===== src/rtl/sprite_compositor.sv =====
// sprite_compositor: shadow/active sprite geometry banks committed on the falling
// edge of vs, a 3-stage pixel pipeline (address gen -> external ROM -> composite)
// and per-frame collision flags against sprite 0.
module sprite_compositor #(
  parameter int          SPR_NUM = 8,
  parameter int          ADDR_W  = 14,
  parameter logic [11:0] KEY     = 12'h428,
  parameter int          IDX_W   = $clog2(SPR_NUM)
) (
  input  logic                      clk,
  input  logic                      rst,
  input  logic                      cfg_we,
  input  logic [IDX_W-1:0]          cfg_idx,
  input  logic [9:0]                cfg_x,
  input  logic [8:0]                cfg_y,
  input  logic [6:0]                cfg_w,
  input  logic [6:0]                cfg_h,
  input  logic                      cfg_en,
  input  logic                      vs,
  input  logic [9:0]                col_addr,
  input  logic [8:0]                row_addr,
  input  logic                      pix_valid,
  output logic [SPR_NUM*ADDR_W-1:0] spr_addr,
  input  logic [SPR_NUM*12-1:0]     spr_data,
  input  logic [11:0]               bg_data,
  output logic [11:0]               vga_data,
  output logic                      vga_valid,
  output logic [SPR_NUM-1:0]        coll_flags,
  output logic                      frame_commit
);

  typedef logic [ADDR_W-1:0] addr_t;

  typedef struct packed {
    logic [9:0] x;
    logic [8:0] y;
    logic [6:0] w;
    logic [6:0] h;
    logic       en;
  } geom_t;

  geom_t              shadow_q [SPR_NUM];
  geom_t              shadow_d [SPR_NUM];
  geom_t              active_q [SPR_NUM];
  geom_t              active_d [SPR_NUM];
  logic               vs_prev_q, vs_prev_d;
  logic               commit;
  logic               frame_commit_q, frame_commit_d;

  addr_t              addr_q [SPR_NUM];
  addr_t              addr_d [SPR_NUM];
  logic [SPR_NUM-1:0] inbox1_q, inbox1_d;
  logic               valid1_q, valid1_d;
  logic [SPR_NUM-1:0] inbox2_q, inbox2_d;
  logic               valid2_q, valid2_d;
  logic [11:0]        vga_data_q, vga_data_d;
  logic               vga_valid_q, vga_valid_d;

  logic [SPR_NUM-1:0] opaque;
  logic [SPR_NUM-1:0] hit_now;
  logic [SPR_NUM-1:0] acc_q, acc_d;
  logic [SPR_NUM-1:0] coll_q, coll_d;

  // Commit edge detect and shadow/active bank update. The commit copies the
  // pre-write shadow contents, so a same-cycle write waits for the next frame.
  always_comb begin
    commit         = vs_prev_q & ~vs;
    vs_prev_d      = vs;
    frame_commit_d = commit;
    shadow_d       = shadow_q;
    active_d       = active_q;
    if (commit) begin
      active_d = shadow_q;
    end
    if (cfg_we) begin
      shadow_d[cfg_idx].x  = cfg_x;
      shadow_d[cfg_idx].y  = cfg_y;
      shadow_d[cfg_idx].w  = cfg_w;
      shadow_d[cfg_idx].h  = cfg_h;
      shadow_d[cfg_idx].en = cfg_en;
    end
  end

  // Stage 1: in-box test against the active bank and ROM address generation.
  // Box ends are widened by one bit so boxes past the screen edge clip instead of wrapping.
  always_comb begin : stage1_comb
    logic [10:0] x_end;
    logic [9:0]  y_end;
    logic [9:0]  dx;
    logic [8:0]  dy;
    logic        in_box;
    valid1_d = pix_valid;
    inbox1_d = '0;
    for (int unsigned i = 0; i < SPR_NUM; i++) begin
      x_end  = {1'b0, active_q[i].x} + {4'b0, active_q[i].w};
      y_end  = {1'b0, active_q[i].y} + {3'b0, active_q[i].h};
      dx     = col_addr - active_q[i].x;
      dy     = row_addr - active_q[i].y;
      in_box = pix_valid & active_q[i].en &
               (active_q[i].w != '0) & (active_q[i].h != '0) &
               (col_addr >= active_q[i].x) & ({1'b0, col_addr} < x_end) &
               (row_addr >= active_q[i].y) & ({1'b0, row_addr} < y_end);
      inbox1_d[i] = in_box;
      addr_d[i]   = in_box ? (addr_t'(dy) * addr_t'(active_q[i].w) + addr_t'(dx)) : '0;
    end
  end

  // Stages 2 and 3: delay the sideband past the ROM, then composite by priority
  // and accumulate collisions against sprite 0.
  always_comb begin
    inbox2_d   = inbox1_q;
    valid2_d   = valid1_q;
    vga_data_d = bg_data;
    opaque     = '0;
    hit_now    = '0;
    for (int unsigned i = 0; i < SPR_NUM; i++) begin
      if (inbox2_q[i] && (spr_data[i*12 +: 12] != KEY)) begin
        opaque[i]  = 1'b1;
        vga_data_d = spr_data[i*12 +: 12];
      end
    end
    for (int unsigned i = 1; i < SPR_NUM; i++) begin
      hit_now[i] = valid2_q & opaque[0] & opaque[i];
    end
    if (!valid2_q) begin
      vga_data_d = '0;
    end
    vga_valid_d = valid2_q;
    if (commit) begin
      coll_d = acc_q | hit_now;
      acc_d  = '0;
    end else begin
      coll_d = coll_q;
      acc_d  = acc_q | hit_now;
    end
  end

  // State registers with synchronous reset; reset also flushes the pipeline.
  always_ff @(posedge clk) begin
    if (rst) begin
      shadow_q       <= '{default: '0};
      active_q       <= '{default: '0};
      vs_prev_q      <= 1'b1;
      frame_commit_q <= 1'b0;
      addr_q         <= '{default: '0};
      inbox1_q       <= '0;
      valid1_q       <= 1'b0;
      inbox2_q       <= '0;
      valid2_q       <= 1'b0;
      vga_data_q     <= '0;
      vga_valid_q    <= 1'b0;
      acc_q          <= '0;
      coll_q         <= '0;
    end else begin
      shadow_q       <= shadow_d;
      active_q       <= active_d;
      vs_prev_q      <= vs_prev_d;
      frame_commit_q <= frame_commit_d;
      addr_q         <= addr_d;
      inbox1_q       <= inbox1_d;
      valid1_q       <= valid1_d;
      inbox2_q       <= inbox2_d;
      valid2_q       <= valid2_d;
      vga_data_q     <= vga_data_d;
      vga_valid_q    <= vga_valid_d;
      acc_q          <= acc_d;
      coll_q         <= coll_d;
    end
  end

  for (genvar g = 0; g < SPR_NUM; g++) begin : g_addr_out
    assign spr_addr[g*ADDR_W +: ADDR_W] = addr_q[g];
  end

  assign vga_data     = vga_data_q;
  assign vga_valid    = vga_valid_q;
  assign coll_flags   = coll_q;
  assign frame_commit = frame_commit_q;

endmodule

===== config.mk =====
export PLATFORM = sky130hd
export DESIGN_NAME = sprite_compositor
export DESIGN_NICKNAME = d
export VERILOG_FILES = /design/src/rtl/sprite_compositor.sv
export SDC_FILE = /design/constraint.sdc
export NUM_CORES = 2
export LEC_CHECK = 0
export CAP_MARGIN = 0
export CELL_PAD_IN_SITES_DETAIL_PLACEMENT = 0
export CELL_PAD_IN_SITES_GLOBAL_PLACEMENT = 1
export CORE_AREA = 5 5 347 349
export DETAILED_ROUTE_END_ITERATION = 12
export DIE_AREA = 0 0 352 354
export GPL_ROUTABILITY_DRIVEN = 0
export PLACE_DENSITY_LB_ADDON = 0.15
export SYNTH_ARGS = -nofsm -noshare
export SYNTH_HDL_FRONTEND = slang
export SYNTH_SLANG_ARGS = --single-unit

===== constraint.sdc =====
create_clock -name clk -period 8.1 [get_ports clk]
set_input_delay 0.81 -clock clk [delete_from_list [all_inputs] [get_ports clk]]
set_output_delay 0.81 -clock clk [all_outputs]
set_load 0.02 [all_outputs]

==> run_results.csv <==
group,metric,value,unit
grt,antenna_found_initial,17,
routing,drt_iter0_drc,3431,
worst_setup_path,endpoint_kind,"flop",
timing,slew_headroom,9.54,%
floorplanning,initial_core_util,46.5,%
logic_synthesis,synth.area.top_cells,"dfxtp_1 26%, ha_1 15%, fa_1 14%",
placement,io_buffer_count,301,
worst_hold_path,hp-class,"flop to flop",
clock_tree,ctsHoldBuffers,0,
clock_tree,cts-root-buf,"clkbuf_16",
floorplanning,rows,126,
clock_tree,cts_buffer_depth,3,
placement,dp_hpwl,120000,um
placement,pre_cts_slack,630,ps
clock_tree,clkLatencyLatePin,670,ps
timing,hold_slack,430,ps
grt,grt_pass1_vias,44816,
routing,wl_met2,75300,um
worst_setup_path,crit_chain,"clkdlybuf4s50_1 -> inv_1 -> ha_1 -> fa_1 -> nand2b_1 -> a21oi_1 -> xor2_1 -> nand2_1 -> fa_1 -> fa_1 -> inv_1 -> fa_1 -> inv_1 -> fa_1 -> inv_1 -> ha_1 -> or3_1 -> a221oi_1 -> o31ai_1 -> o21ai_0 -> nand2_1 -> a21oi_1 -> xnor2_1 -> nor2_1",
logic_synthesis,synthCells,6438,
grt,grt.total_usage,26.6,%
outcome,outcome,"finished, final reports clean",
power,power_density,146,nW/um^2
logic_synthesis,ys_dominant_reg_cell,"dfxtp_1",
final_layout,syn_to_final_growth,13.9,%
timing,final_min_period_over_clock_period,84.5,%
routing,vias_per_cell,5.47,
power,leakage,26.6,nW
routing,routed_wl,168000,um
grt,grt_overflow,0,
worst_setup_path,arrival,7370,ps
worst_setup_path,critPathMaxStageDelay,540,ps
routing,ant_nets,0,
worst_setup_path,required,8620,ps
logic_synthesis,avgSynthCellArea,8.47,sq um
clock_tree,cts_setup_buffers,0,
placement,placed_area,59100,sq um
floorplanning,die_x,352,um
logic_synthesis,yosys.cell_count.top_type,"nand2_1",
routing,routedWlPerCell,20.4,um
clock_tree,clock_sinks,703,
timing,max_freq,146,MHz
worst_setup_path,cpMaxStageDelayCell,"xor2_1",
grt,grt_pass1_wl,261000,um
logic_synthesis,netlist_top_cells_count,"971 x nand2_1, 784 x inv_1, 703 x dfxtp_1",
final_layout,final_nets,7826,
logic_synthesis,ys_ff_latch,703,
worst_setup_path,critPathKind,"input port to flop",
flow_run,drv_cap,0,
clock_tree,htreeDepth,3,
clock_tree,clk_pin_slew,70,ps
logic_synthesis,synthArstFlopShare,0,%
final_layout,final.fill_count,11145,
worst_setup_path,crit_top_cell,"fa_1",
floorplanning,die_y,354,um
routing,highest_layer,"met5",
routing,dr_total_vias,45186,
timing,hold_viol,0,
timing,setup-tns-final,0,ps
worst_setup_path,critPathLaunchType,"input port",
clock_tree,cts-buffers-inserted,85,
worst_setup_path,path_max_fanout,7,
logic_synthesis,yosys.area.top_type_share,25.8,%
routing,drc_errors,0,
floorplanning,ioPinCount,303,
grt,grt_max_degree,102,
timing,clock_skew,26.4,ps
floorplanning,die_area,125000,sq um
logic_synthesis,synth_warnings,0,
final_layout,drive_gt1_share,4.21,%
timing,tightest_slew,1350,ps
floorplanning,coreArea,117000,sq um
timing,setup_ws,1260,ps
timing,rsz0062_at_grt,"no",
routing,wl_met1,75300,um
logic_synthesis,synth-edff-count,0,
logic_synthesis,synthDistinctLibCells,92,
routing,drt-pass1-iter-count,5,
timing,setup_viol,0,
power,ir_drop,0.143,mV
logic_synthesis,syn_nets,7615,
clock_tree,cts_resized,0,
logic_synthesis,syn_area,54500,sq um
timing,drv_slew,0,
logic_synthesis,yosysTopAreaCell,"dfxtp_1",
clock_tree,cts_tree,"built",
timing,period_minus_slack,6840,ps
logic_synthesis,yosysSeqAreaShare,25.8,%
final_layout,finalCoreUtilization,53.0,%
routing,met3_length,12400,um
final_layout,design_area,62100,sq um
## layout by cell type, fill, tap and decap left out, types with 27 or more instances in the layout
cell type	instances
a21oi_1	477
nand3_1	61
and3_1	41
buf_4	79
clkbuf_16	87
and2_1	233
fa_1	376
o21ai_0	319
nor2_1	196
nand2b_1	99
inv_1	783
o21a_1	62
clkdlybuf4s50_1	295
nor2b_1	154
nor3b_1	34
ha_1	632
nand4_1	27
dfxtp_1	703
a211oi_1	37
xor2_1	86
a21o_1	106
xnor2_1	187
a31oi_1	30
a22o_1	143
nor3_1	75
a21boi_0	27
nor4_1	36
nand2_1	971
## worst max-delay path, delay by kind of cell
family,cells,cell delay [ps]
adder cells (fa/ha/maj),7,2950
AO/OA/AOI/OAI,5,1240
buffers and inverters,5,870
AND/OR/NAND/NOR,5,820
XOR/XNOR,2,670
## cell families (layout without fill, tap and decap cells)
group | after synthesis | count (layout) | synth area share [%]
and+or+nand+nor | 2018 | 2018 | 17.8
AOI/OAI and AO/OA | 1377 | 1377 | 16.0
buffers and inverters | 1043 | 1320 | 7.37
adders and majority gates | 1008 | 1008 | 28.3
DFF | 703 | 703 | 25.8
xor gates and xnor gates | 274 | 274 | 4.43
muxes | 14 | 14 | 0.269
other | 1 | 9 | 0.00688
## through the flow
step	total power, mW	std cells
floorplan	4.47	6438
global placement	4.99	8098
detailed placement	5.01	8098
CTS	9.17	8251
global route	9.47	8251
finish	9.09	8259
## registers in the layout (all words and copies together), names as in the netlist
name / cells
vs_prev_q: 1
vga_data: 12
frame_commit: 1
valid1_q: 1
inbox2_q: 8
active_q: 272
spr_addr: 112
shadow_q: 272
inbox1_q: 8
valid2_q: 1
coll_flags: 7
vga_valid: 1
acc_q: 7
## path summary, 6_finish.rpt
path                              startpoint  cells after the start                         end  slack, ps
setup / recovery                 row_addr[0]                     24     spr_addr[83]$_SDFF_PP0_       1260
hold / removal    shadow_q[191]$_SDFFE_PP0P_                      2  active_q[191]$_SDFFE_PP0P_        430
setup reg to reg   active_q[83]$_SDFFE_PP0P_                     22     spr_addr[83]$_SDFF_PP0_       1840
hold reg to reg   shadow_q[191]$_SDFFE_PP0P_                      2  active_q[191]$_SDFFE_PP0P_        430
## cell type report
| type | count | area [sq um] | area share [%] |
|---|---|---|---|
| antenna | 8 | 20.0 | 0.0322 |
| clock buffer | 116 | 2460 | 3.96 |
| clock inverter | 37 | 549 | 0.885 |
| inverter | 784 | 2950 | 4.75 |
| multi-input combinational | 4692 | 36500 | 58.7 |
| sequential | 703 | 14100 | 22.7 |
| tap | 1536 | 1920 | 3.10 |
| timing repair buffer | 383 | 3650 | 5.87 |
## where the power goes
| group | internal [mW] | switching [mW] | total, mW |
|---|---|---|---|
| Clock | 2.51 | 1.63 | 4.14 |
| Sequential | 3.50 | 0.0329 | 3.53 |
| Combinational | 0.517 | 0.892 | 1.41 |
## layer usage
metal	global-route usage, %	up-vias
li1	-	21839
met1	36.5	21767
met2	43.3	1340
met3	4.43	238
met4	8.06	2
met5	0	-
No activity file was read; power rests on OpenSTA's default activity.
